===== src/rtl/inv_tb_pkg.sv =====
// Shared types and widths for the NMOS inverter stimulus/check slice.
package inv_tb_pkg;

    localparam int CODE_W = 4;
    localparam int ERR_W  = 8;

    localparam logic [CODE_W-1:0] BCD_MAX = 4'd9;

    typedef enum logic [2:0] {
        IDLE,
        DRIVE,
        WAIT,
        SAMPLE,
        DONE
    } inv_chk_state_e;

endpackage


===== src/rtl/bcd_counter.sv =====
// BCD code index: clear, increment, wraps 9 -> 0, terminal count at NVEC-1.
module bcd_counter
    import inv_tb_pkg::*;
#(
    parameter int NVEC = 10
) (
    input  logic              clk,
    input  logic              rst,
    input  logic              clr,
    input  logic              inc,
    output logic [CODE_W-1:0] cnt,
    output logic              tc
);

    localparam logic [CODE_W-1:0] LAST = CODE_W'(NVEC - 1);

    always_ff @(posedge clk) begin
        if (rst || clr) begin
            cnt <= '0;
        end else if (inc) begin
            cnt <= (cnt == BCD_MAX) ? '0 : cnt + CODE_W'(1);
        end
    end

    assign tc = (cnt == LAST);

endmodule


===== config.mk =====
export PLATFORM = sky130hd
export DESIGN_NAME = bcd_counter
export DESIGN_NICKNAME = d
export VERILOG_FILES = /design/src/rtl/inv_tb_pkg.sv /design/src/rtl/bcd_counter.sv
export SDC_FILE = /design/constraint.sdc
export NUM_CORES = 1
export LEC_CHECK = 0
export CORE_AREA = 2 2 39 41
export CTS_CLUSTER_DIAMETER = 80
export DETAILED_ROUTE_END_ITERATION = 12
export DIE_AREA = 0 0 41 43
export PLACE_DENSITY = 0.33
export SLEW_MARGIN = 20
export SYNTH_ARGS = -nofsm -noshare
export SYNTH_HDL_FRONTEND = slang
export SYNTH_SLANG_ARGS = --single-unit

===== constraint.sdc =====
create_clock -name clk -period 2 [get_ports clk]
set_input_delay 0.4 -clock clk [delete_from_list [all_inputs] [get_ports clk]]
set_output_delay 0.4 -clock clk [all_outputs]
set_load 0.005 [all_outputs]

==> run_results.csv <==
group,metric,value,unit
power,power-per-cell-area,623,mW/mm^2
power,peakVddDrop,0.000178,V
routing,vias,192,
routing,top_layer_used,"met3",
worst_setup_path,cpLargestDelayFamily,"buffers and inverters",
worst_setup_path,reg2reg_from,"cnt[2]",
routing,met2_length,209,um
floorplanning,chipHeight,43,um
routing,drtAntennaViolNets,0,
floorplanning,core,0.00138,mm^2
global_route,grt_overflow,0,
place,hpwl,365,um
routing,wl,450,um
clock_network,clockBufferDepth,2,
routing,first_pass_iters,1,
timing,setup_viol,0,
worst_setup_path,reg2reg_depth,3,
timing,hold_viol_final,0,
clock_network,cts_resized,0,
cells_and_area,top_regs,"cnt: 4 flops",
place,place_ws,0.450,ns
worst_setup_path,worstPathMaxFanout,7,
timing,worstMarginPinSlew,0.212,ns
global_route,grt_pass1_vias,179,
timing,timing.final.ws_setup,0.218,ns
worst_setup_path,cpPeakStageDelay,0.49,ns
clock_network,clock-sinks,4,
routing,drc_errors,0,
clock_network,clkTransAtPathRegs,0.04,ns
timing,grt_setup_unrepaired,"false",
timing,fin_tns_setup,0,ns
worst_setup_path,worst_setup_path_start_kind,"flip-flop",
synthesis,ys_types,13,
cells_and_area,largest_reg_flops,4,
clock_network,hold_buffers,0,
cells_and_area,antennaDiodeCount,0,
routing,route.met3.wl,38,um
global_route,grt_max_degree,8,
worst_setup_path,endpoint_kind,"primary output",
hold_path,min_from,"cnt[2]",
floorplanning,die_w,41,um
cells_and_area,final_cell_area,319,um^2
clock_network,cts-root-buf,"clkbuf_4",
routing,drt-met1-wl,202,um
place,placed_area,297,um^2
worst_setup_path,crit_slowest_cell,"clkdlybuf4s50_1",
worst_setup_path,cp.required,1.60,ns
clock_network,clock_latency,0.23,ns
worst_setup_path,cp_num_buf_inv,1,
clock_network,postCtsSetupBuffers,0,
hold_path,holdPathEnd,"cnt[3]",
floorplanning,io_pins,9,
global_route,grt_first_pass_wirelength,738,um
place,io_buffer_count,8,
cells_and_area,seq_area,80.1,um^2
timing,fmax,0.561,GHz
timing,whs,0.507,ns
synthesis,synth_cells,21,
place,place_congestion,0.674,
timing,post-route-min-period,1.78,ns
cells_and_area,fillers,159,
clock_network,cts-buffers-inserted,3,
synthesis,syn_area,196,um^2
worst_setup_path,crit_chain,"and4bb_2 -> clkdlybuf4s50_1",
timing,fin_crit_sh,0.891,
cells_and_area,top_register,"cnt",
worst_setup_path,reg2reg_to,"cnt[1]",
floorplanning,num_rows,14,
routing,via_per_inst,4.00,
timing,slew_headroom,0.859,
clock_network,cts_tree,"done",
hold_path,holdPathStages,2,
routing,drt-initial-drc-count,0,
cells_and_area,drive_gt1_frac,0.250,
flow_run,drv_cap,0,
worst_setup_path,crit_type,"flip-flop to primary output",
timing,clock-skew-final,0.00130,ns
status,status,"completed",
power,p_leak,0.0997,nW
synthesis,seq_area_frac_synth,0.408,
cells_and_area,syn_to_final_growth,62.4,%
synthesis,ys_ff_latch,4,
floorplanning,die_area,0.00176,mm^2
routing,avgRoutedWirePerCell,9.38,um
floorplanning,start_util,0.142,
hold_path,hold_path_class,"flip-flop to flip-flop",
cells_and_area,nets,38,
global_route,grt_usage,0.0752,
global_route,antenna_found_initial,0,
cells_and_area,multi_input_area,113,um^2
worst_setup_path,ff2ff_setup_slack,1.02,ns
worst_setup_path,crit_arrival,1.38,ns
synthesis,yosysWarnings,0,
clock_network,htree_levels,1,
cells_and_area,fin_util,0.231,
synthesis,syn_avg_cell_area,9.35,um^2
timing,maxSlewViolCount,0,
synthesis,syn_nets,25,
## where the power goes
group	total (mW)	leakage (nW)	switching [mW]	internal (mW)
Clock	0.0980	0.0138	0.0311	0.0670
Combinational	0.0171	0.0535	0.00627	0.0108
Sequential	0.0838	0.0324	0.00204	0.0817
## cell usage in the layout, fill, tap and decap left out
cell type	count
nand3_2	1
and4bb_2	1
inv_1	1
dfxtp_1	4
nor2_1	1
o22ai_1	1
mux2_2	1
clkdlybuf4s50_1	8
a21oi_1	1
xnor2_1	2
a21boi_2	1
nand2_1	4
nor3_1	2
a211o_2	1
clkbuf_4	3
## worst max path at each step
stage / depth (start not counted) / slack (ns) / from / to
after CTS: 2 / 0.19 / cnt[1] / tc
after detailed placement: 2 / 0.45 / cnt[1] / tc
after global routing: 2 / 0.13 / cnt[0] / tc
after floorplan: 1 / 0.93 / cnt[1] / tc
final: 2 / 0.22 / cnt[1] / tc
after global placement: 2 / 0.47 / cnt[1] / tc
## synthesized netlist by cell type
library cell,number,area share
inv_1,1,0.019
nand3_2,1,0.051
xnor2_1,2,0.089
nor3_1,2,0.051
nand2_1,4,0.076
nor2_1,1,0.019
a211o_2,1,0.051
a21oi_1,1,0.025
a21boi_2,1,0.057
o22ai_1,1,0.032
and4bb_2,1,0.064
mux2_2,1,0.057
dfxtp_1,4,0.41
## cell families (layout without fill, tap and decap cells)
logic type | count (synthesis) | in the layout | share of synthesized area
compound gates | 4 | 4 | 0.166
buf+inv | 1 | 12 | 0.0191
flops | 4 | 4 | 0.408
simple gates | 9 | 9 | 0.261
mux | 1 | 1 | 0.0573
xor+xnor | 2 | 2 | 0.0892
## area by class of cell
| class | instances | share of cell area |
|---|---|---|
| multi-input cells | 16 | 0.353 |
| flip-flops and latches | 4 | 0.251 |
| repair buffers | 8 | 0.251 |
| clock buffers | 3 | 0.0706 |
| well taps | 16 | 0.0627 |
| inverters | 1 | 0.0118 |
## worst reg2reg max path, delay by kind of cell, from the launching register on
family,cells,cell delay [ns]
AO/OA/AOI/OAI,2,0.45
buffers and inverters,1,0.09
flip-flops,1,0.37
## metal layers
layer	GRT usage	vias up
met5	0	-
met4	0.0600	0
li1	-	99
met1	0.0703	85
met2	0.0813	8
met3	0.0942	0
## per-stage QoR
step           power, mW  cells
4_1_cts            0.206     48
3_5_place_dp       0.102     45
2_1_floorplan     0.0904     21
3_3_place_gp       0.102     45
6_report           0.199     48
5_1_grt            0.218     48
No activity file was read; power rests on OpenSTA's default activity.
